**config.mk**
```make
export PLATFORM = sky130hd
export DESIGN_NAME = edge_gen
export DESIGN_NICKNAME = d
export VERILOG_FILES = /design/src/rtl/edge_gen.sv
export SDC_FILE = /design/constraint.sdc
export NUM_CORES = 1
export LEC_CHECK = 0
export BUFFER_PORTS_ARGS = -buffer_cell sky130_fd_sc_hd__buf_2
export CORE_MARGIN = 10
export CORE_UTILIZATION = 64
export DETAILED_ROUTE_END_ITERATION = 8
export HOLD_SLACK_MARGIN = 0.15
export PLACE_DENSITY = 0.91
export SYNTH_ARGS = -nofsm -noshare
export SYNTH_HDL_FRONTEND = slang
export SYNTH_SLANG_ARGS = --single-unit
```
**constraint.sdc**
```tcl
create_clock -name clk -period 5.9 [get_ports clk]
set_input_delay 0 -clock clk [delete_from_list [all_inputs] [get_ports clk]]
set_output_delay 0 -clock clk [all_outputs]
set_load 0.02 [all_outputs]
```
**src/rtl/edge_gen.sv**
```systemverilog
// ---------------------------------------------------------------------------
// edge_gen
//
// Digital edge synthesizer. Produces rise and fall edge timestamps on a
// free-running 12-bit 6.6 fixed-point timebase. The high and low times are
// requested in clk cycles (6.6 fixed point, LSB = 1/64 cycle). The output
// format matches what the period estimator consumes, so the two blocks can
// be looped back for self-test and DCO modelling.
//
// Ports
//   clk     in   1   system clock
//   rst     in   1   synchronous active-high reset
//   en      in   1   generation enable, sampled every cycle
//   r2f_in  in  12   requested high time (rise to fall), 6.6 cycles
//   f2r_in  in  12   requested low time (fall to rise), 6.6 cycles
//   edges1  out 12   timestamp of the most recent rise, 6.6
//   edges2  out 12   timestamp of the most recent fall, 6.6
//   rise_v  out  1   one-cycle pulse: edges1 updated this cycle
//   fall_v  out  1   one-cycle pulse: edges2 updated this cycle
//   level   out  1   synthesized clock level (1 after rise, 0 after fall)
//   busy    out  1   high while the generator is not idle
// ---------------------------------------------------------------------------
module edge_gen (
  input  logic        clk,
  input  logic        rst,
  input  logic        en,
  input  logic [11:0] r2f_in,
  input  logic [11:0] f2r_in,
  output logic [11:0] edges1,
  output logic [11:0] edges2,
  output logic        rise_v,
  output logic        fall_v,
  output logic        level,
  output logic        busy
);

  // One clk cycle in 6.6 fixed point.
  localparam logic [11:0] ONE_CYC   = 12'h040;
  localparam logic [12:0] ONE_CYC13 = 13'h0040;

  typedef enum logic [1:0] {
    IDLE,
    HIGH,
    LOW
  } state_t;

  state_t      state, state_nx;
  logic [11:0] tb;
  logic [12:0] rem, rem_nx;
  logic [11:0] lat_r2f, lat_f2r;
  logic [11:0] lat_r2f_nx, lat_f2r_nx;
  logic [11:0] r2f_clamped, f2r_clamped;
  logic [11:0] edge_ts;
  logic        rem_lt_one;
  logic        rise_nx, fall_nx;

  // Durations shorter than one cycle are raised to one cycle, which keeps
  // the generator to at most one edge per clk.
  assign r2f_clamped = (r2f_in < ONE_CYC) ? ONE_CYC : r2f_in;
  assign f2r_clamped = (f2r_in < ONE_CYC) ? ONE_CYC : f2r_in;

  // rem is the distance from the start of the current cycle to the next
  // edge, so an edge lands inside this cycle once it drops below one cycle.
  assign rem_lt_one = (rem < ONE_CYC13);

  // Edge timestamp: current timebase plus the sub-cycle offset. When an edge
  // is emitted rem is below one cycle, so its low 12 bits carry the offset.
  // The start-up rise from IDLE lands exactly on the current timebase.
  assign edge_ts = (state == IDLE) ? tb : (tb + rem[11:0]);

  // Next-state logic. After an edge, rem is re-based to the start of the
  // following cycle, hence the subtraction of one cycle whenever a new
  // duration is added in. The start rise sits at offset 0, so its high
  // phase starts as (r2f - 1 cycle); clamping keeps that non-negative.
  always_comb begin
    state_nx   = state;
    rem_nx     = rem;
    lat_r2f_nx = lat_r2f;
    lat_f2r_nx = lat_f2r;
    rise_nx    = 1'b0;
    fall_nx    = 1'b0;
    case (state)
      IDLE: begin
        if (en) begin
          lat_r2f_nx = r2f_clamped;
          lat_f2r_nx = f2r_clamped;
          rise_nx    = 1'b1;
          rem_nx     = {1'b0, r2f_clamped} - ONE_CYC13;
          state_nx   = HIGH;
        end
      end
      HIGH: begin
        if (rem_lt_one) begin
          fall_nx  = 1'b1;
          rem_nx   = rem + {1'b0, lat_f2r} - ONE_CYC13;
          state_nx = LOW;
        end else begin
          rem_nx = rem - ONE_CYC13;
        end
      end
      LOW: begin
        if (rem_lt_one) begin
          if (en) begin
            lat_r2f_nx = r2f_clamped;
            lat_f2r_nx = f2r_clamped;
            rise_nx    = 1'b1;
            rem_nx     = rem + {1'b0, r2f_clamped} - ONE_CYC13;
            state_nx   = HIGH;
          end else begin
            // Period finished with en low: stop at the would-be rise.
            rem_nx   = '0;
            state_nx = IDLE;
          end
        end else begin
          rem_nx = rem - ONE_CYC13;
        end
      end
      default: begin
        rem_nx   = '0;
        state_nx = IDLE;
      end
    endcase
  end

  // State, timebase and registered outputs. Reset wins over everything and
  // discards any edge that was about to be emitted.
  always_ff @(posedge clk) begin
    if (rst) begin
      state   <= IDLE;
      tb      <= '0;
      rem     <= '0;
      lat_r2f <= ONE_CYC;
      lat_f2r <= ONE_CYC;
      edges1  <= '0;
      edges2  <= '0;
      rise_v  <= 1'b0;
      fall_v  <= 1'b0;
      level   <= 1'b0;
      busy    <= 1'b0;
    end else begin
      state   <= state_nx;
      tb      <= tb + ONE_CYC;
      rem     <= rem_nx;
      lat_r2f <= lat_r2f_nx;
      lat_f2r <= lat_f2r_nx;
      rise_v  <= rise_nx;
      fall_v  <= fall_nx;
      busy    <= (state_nx != IDLE);
      if (rise_nx) begin
        edges1 <= edge_ts;
        level  <= 1'b1;
      end
      if (fall_nx) begin
        edges2 <= edge_ts;
        level  <= 1'b0;
      end
    end
  end

endmodule

```
### After elaboration in Yosys (flattened, before gate mapping)

Index checks and enable logic that the tools add are counted.

| cells by class | value |
|---|---|
| shifts and indexed selects | 0 |
| eq/ne operators | 4 |
| reductions and logical operators | 5 |
| multipliers | 0 |
| order comparisons | 3 |
| bitwise operators | 0 |
| divide/modulo/power cells | 0 |
| add/sub/neg operators | 8 |
| multiplexer cells | 21 |

Operator list:

| operator | number |
|---|---|
| 12-bit two-way mux | 5 |
| 13-bit two-way mux | 4 |
| 13-bit case mux with 3 select lines | 1 |
| 13-bit by 7-bit subtractor with 13-bit output, second input constant | 3 |
| 13-bit by 12-bit adder with 13-bit output | 2 |
| 12-bit by 7-bit less-than comparator with 1-bit output, second input constant | 2 |
| 12-bit case mux with 2 select lines | 1 |
| 13-bit by 7-bit less-than comparator with 1-bit output, second input constant | 1 |
| 12-bit by 7-bit subtractor with 13-bit output, second input constant | 1 |
| 12-bit adder | 1 |
| 12-bit by 7-bit adder with 12-bit output, second input constant | 1 |
| 2-bit two-way mux | 3 |
| 2-bit case mux with 3 select lines | 1 |
| 1-bit two-way mux | 5 |
| 2-bit inequality test, second input constant | 2 |
| 2-bit nonzero test | 2 |
| 2-bit by 1-bit equality test with 1-bit output, second input constant | 1 |
| 2-bit equality test, second input constant | 1 |
| 2-bit zero test | 1 |
| 1-bit case mux with 2 select lines | 1 |
| 2-bit AND reduction | 1 |
| 2-bit OR reduction | 1 |

| word-level totals | value |
|---|---|
| ROM bits | 0 |
| flip-flop bits (word level) | 67 |
| output and inout bits | 28 |
| memory bits (writable) | 0 |
| bits of input ports | 27 |
| logic and storage cells | 51 |
| memories | 0 |
| bits in latches | 0 |

### Logic depth before layout (Yosys ltp)

| logic depth | value |
|---|---|
| word-level depth | 7 |
| mapped depth | 12 |
| mapped depth without buffers | 12 |

### Worst setup path after synthesis

No wires, ideal clock.

| path | value |
|---|---|
| kind | in2reg |
| from | input r2f_in[9] |
| to | register rem[10] |
| library setup time | 0.130 ns |
| required time | 5.770 ns |
| path buffers | 0 |
| stages | 11 |
| setup slack | 3.035 ns |
| arrival time | 2.735 ns |
| cell sequence | nor4_1 > nand2_1 > and2_1 > ha_1 > ha_1 > and2_1 > a221oi_1 > a21oi_1 > or4_1 > nand3_1 > o211ai_1 |

| on the way | value |
|---|---|
| word-level cells in the longest chain between the ends | 7 |

RTL lines:

| what | line | text |
|---|---|---|
| start: declaration | 27 | `input logic [11:0] r2f_in,` |
| 12-bit by 7-bit less-than comparator with 1-bit output | 59 | `assign r2f_clamped = (r2f_in < ONE_CYC) ? ONE_CYC : r2f_in;` |
| 12-bit two-way mux * | 59 |  |
| 13-bit by 12-bit adder with 13-bit output | 107 | `rem_nx = rem + {1'b0, r2f_clamped} - ONE_CYC13;` |
| 13-bit by 7-bit subtractor with 13-bit output | 107 |  |
| 13-bit two-way mux | 103 | `if (en) begin` |
| 13-bit two-way mux | 102 | `if (rem_lt_one) begin` |
| 13-bit case mux with 3 select lines * | 82 | `case (state)` |
| end signal: assignment | 143 | `rem <= rem_nx;` |
| end: declaration | 49 | `logic [12:0] rem, rem_nx;` |

Every way passes the cells marked *; elsewhere a longest branch is shown, timed or not. The select of a mux whose other input is x is not followed.
A chain may end at the register's enable or synchronous reset.

### Worst setup path after layout

| path | value |
|---|---|
| from | input r2f_in[6] |
| to | register rem[10] |

Same word-level chain as after synthesis.

==> flow_metrics.tcl <==
set metrics [dict create \
    clk_latency_ns 0.34 \
    grt_start_max_net_pins 60 \
    drive_gt1_share_pct 12.8 \
    clock.fmax_mhz 275 \
    post_cts_buffers 0 \
    place_ws_ns 2.44 \
    synth.most_common_cell "nand2_1" \
    cts_root_buf "clkbuf_8" \
    hp-class "in2reg" \
    htreeDepth 3 \
    die_h_um 105 \
    first_global_vias 4485 \
    layout_setup_ws_ns 2.27 \
    setup_violations 0 \
    slew_violations 0 \
    skew_ns 0.00800 \
    synth_edf_count 0 \
    clk_path_buf_depth 2 \
    crit_path_start_kind "input port" \
    cp.arrival_ns 3.86 \
    crit_fanout 6 \
    antenna_found_initial 0 \
    hpwlAfterDp_um 9280 \
    synth.top_cells.by_count "nand2_1, dfxtp_1, a21oi_1, ha_1, nor2_1" \
    diodes 0 \
    start_util_pct 66.5 \
    ys_seq_area_share_pct 26.7 \
    yosysWarnings 0 \
    gp_congestion 0.992 \
    grt_first_pass_wirelength_um 21100 \
    portBuffers 54 \
    critPathLaunch "r2f_in[6]" \
    drc 0 \
    groute.usage.overall_pct 22.9 \
    p_leak_nw 2.35 \
    hold_viol 0 \
    finalCritPeriodShare_pct 61.6 \
    drt-vias-per-instance 6.17 \
    cts_num_sinks 61 \
    fin_crit_ns 3.63 \
    ios 55 \
    ys_ff_latch 61 \
    timing.hold.ws_ns 0.200 \
    worst_setup_path_end_kind "register" \
    synth.area.top_cells "dfxtp_1, ha_1, a21oi_1, nand2_1, nor2_1" \
    ys_async_sr_fraction_pct 0 \
    firstDrtPassIters 5 \
    vias 4602 \
    synthCells 588 \
    ys.flop_type "dfxtp_1" \
    cts_buffers 9 \
    powerDensity_nw_per_um2 462 \
    synth_fp_nets 672 \
    cts.clk_slew.worst_paths_ns 0.07 \
    coreArea_um2 6870 \
    antenna_violating_nets_post_route 0 \
    drv_cap 0 \
    synth_area_per_cell_um2 7.77 \
    die_w_um 105 \
    syn_area_um2 4570 \
    yosysTopAreaCell "dfxtp_1" \
    status "finished, final reports clean" \
    overflow 0 \
    hp-start "en" \
    crit_required_ns 6.13 \
    path_class "in2reg" \
    peakVddDrop_mv 0.237 \
    synth.distinct_cells 57 \
    worst_pin_slew_ns 1.17 \
    nNetsFinal 730 \
    die-area_um2 10900 \
    wl_um 13000 \
    netlist.area_leader.share_pct 26.7 \
    rr_startpoint "rem[6]" \
    post_drt_wl_per_cell_um 17.4 \
    row_count 30 \
    drt_iter0_drc 497 \
    final_util_pct 76.2 \
    relSlewSlack_pct 22.0 \
    cts_tree "built" \
    tns_ns 0 \
    area_growth_syn_to_layout_pct 14.5 \
    rsz0062_at_grt "false" \
]
-- through the flow --
| stage | cell area [um2] | power, mW | cells |
|---|---|---|---|
| 2_1_floorplan | 4570 | 1.65 | 588 |
| 3_3_place_gp | 4820 | 1.88 | 713 |
| 3_5_place_dp | 4820 | 1.93 | 713 |
| 4_1_cts | 5230 | 2.38 | 746 |
| 5_1_grt | 5230 | 2.58 | 746 |
| 6_report | 5230 | 2.42 | 746 |
-- metal layers --
metal | routed length [um] | vias up | share of wire, % | track usage (%)
met5 | 0 | - | 0 | 0
met4 | 660 | 0 | 5.1 | 12.3
met3 | 1020 | 62 | 7.9 | 5.39
met2 | 6460 | 236 | 50 | 40.9
met1 | 4850 | 2103 | 37 | 24.4
li1 | - | 2201 | - | -
-- power breakdown --
group / total, mW / switching, mW / internal [mW]
Sequential: 0.596 / 0.103 / 0.492
Clock: 0.440 / 0.170 / 0.270
Combinational: 1.38 / 0.846 / 0.538
Total: 2.42 / 1.12 / 1.30
-- area by class of cell --
| class | count | area [um2] |
|---|---|---|
| inverter | 48 | 180 |
| tap | 96 | 120 |
| sequential | 61 | 1220 |
| fill | 481 | 1640 |
| clock inverter | 3 | 67.6 |
| clock buffer | 12 | 165 |
| timing repair buffer | 73 | 458 |
| multi-input combinational | 453 | 3020 |
-- worst max-delay path: stages --
cell and delay [ns]:
dlygate4sd3_1 0.54, buf_2 0.14, nor4_1 0.42, nand2_1 0.27
and2_1 0.24, ha_1 0.29, ha_1 0.35, and2_1 0.19
a221oi_1 0.56, a21oi_1 0.18, or4_1 0.50, nand3_1 0.09
o211ai_1 0.09
-- repair_timing --
action,CTS,global route
hold endpoints to repair,18,0
hold buffers,18,0
resized for setup,0,0
-- cells by family (layout without fill, tap and decap cells) --
logic type	Yosys count	after routing	synth area share, %
flops	61	61	26.7
fa+ha+maj	57	57	16.1
xor+xnor	22	22	4.22
compound gates	157	157	22.2
buf+inv	74	136	7.20
simple gates	210	210	22.0
mux	7	7	1.53
-- layout by cell type (no fill, tap or decap), types with 3 or more instances in the layout --
master,n
nand2_1,62
dfxtp_1,61
a21oi_1,59
nor2_1,54
ha_1,54
buf_2,54
inv_1,48
nand3_1,26
o21ai_0,22
dlygate4sd3_1,18
xnor2_1,17
nor3_1,13
a211oi_1,12
clkbuf_8,12
a22oi_1,9
and2_1,8
a21o_1,8
mux2i_1,7
a31oi_1,7
nor3b_1,6
a211oi_2,6
o21a_1,6
nor4_1,5
or3_1,5
xor2_1,5
nor2b_1,5
nand2b_1,5
o21bai_1,4
o31ai_1,4
nand3b_1,3
or2_2,3
and3_1,3
o211ai_1,3
fa_1,3
-- final timing paths --
path                                   to  cells past startpoint  slack (ns)
worst max-delay path              rem[10]                     13        2.27
worst min-delay path              rem[12]                      3        0.20
worst max register to register  edges1[3]                      6        2.88
worst min register to register  edges2[1]                      2        0.46
-- registers in the layout, indices dropped and copies added, names as in the netlist --
name	flops
busy	1
edges1	12
edges2	12
fall_v	1
lat_f2r	12
level	1
rem	13
rise_v	1
state	2
tb	6
No activity file was read; power rests on OpenSTA's default activity.
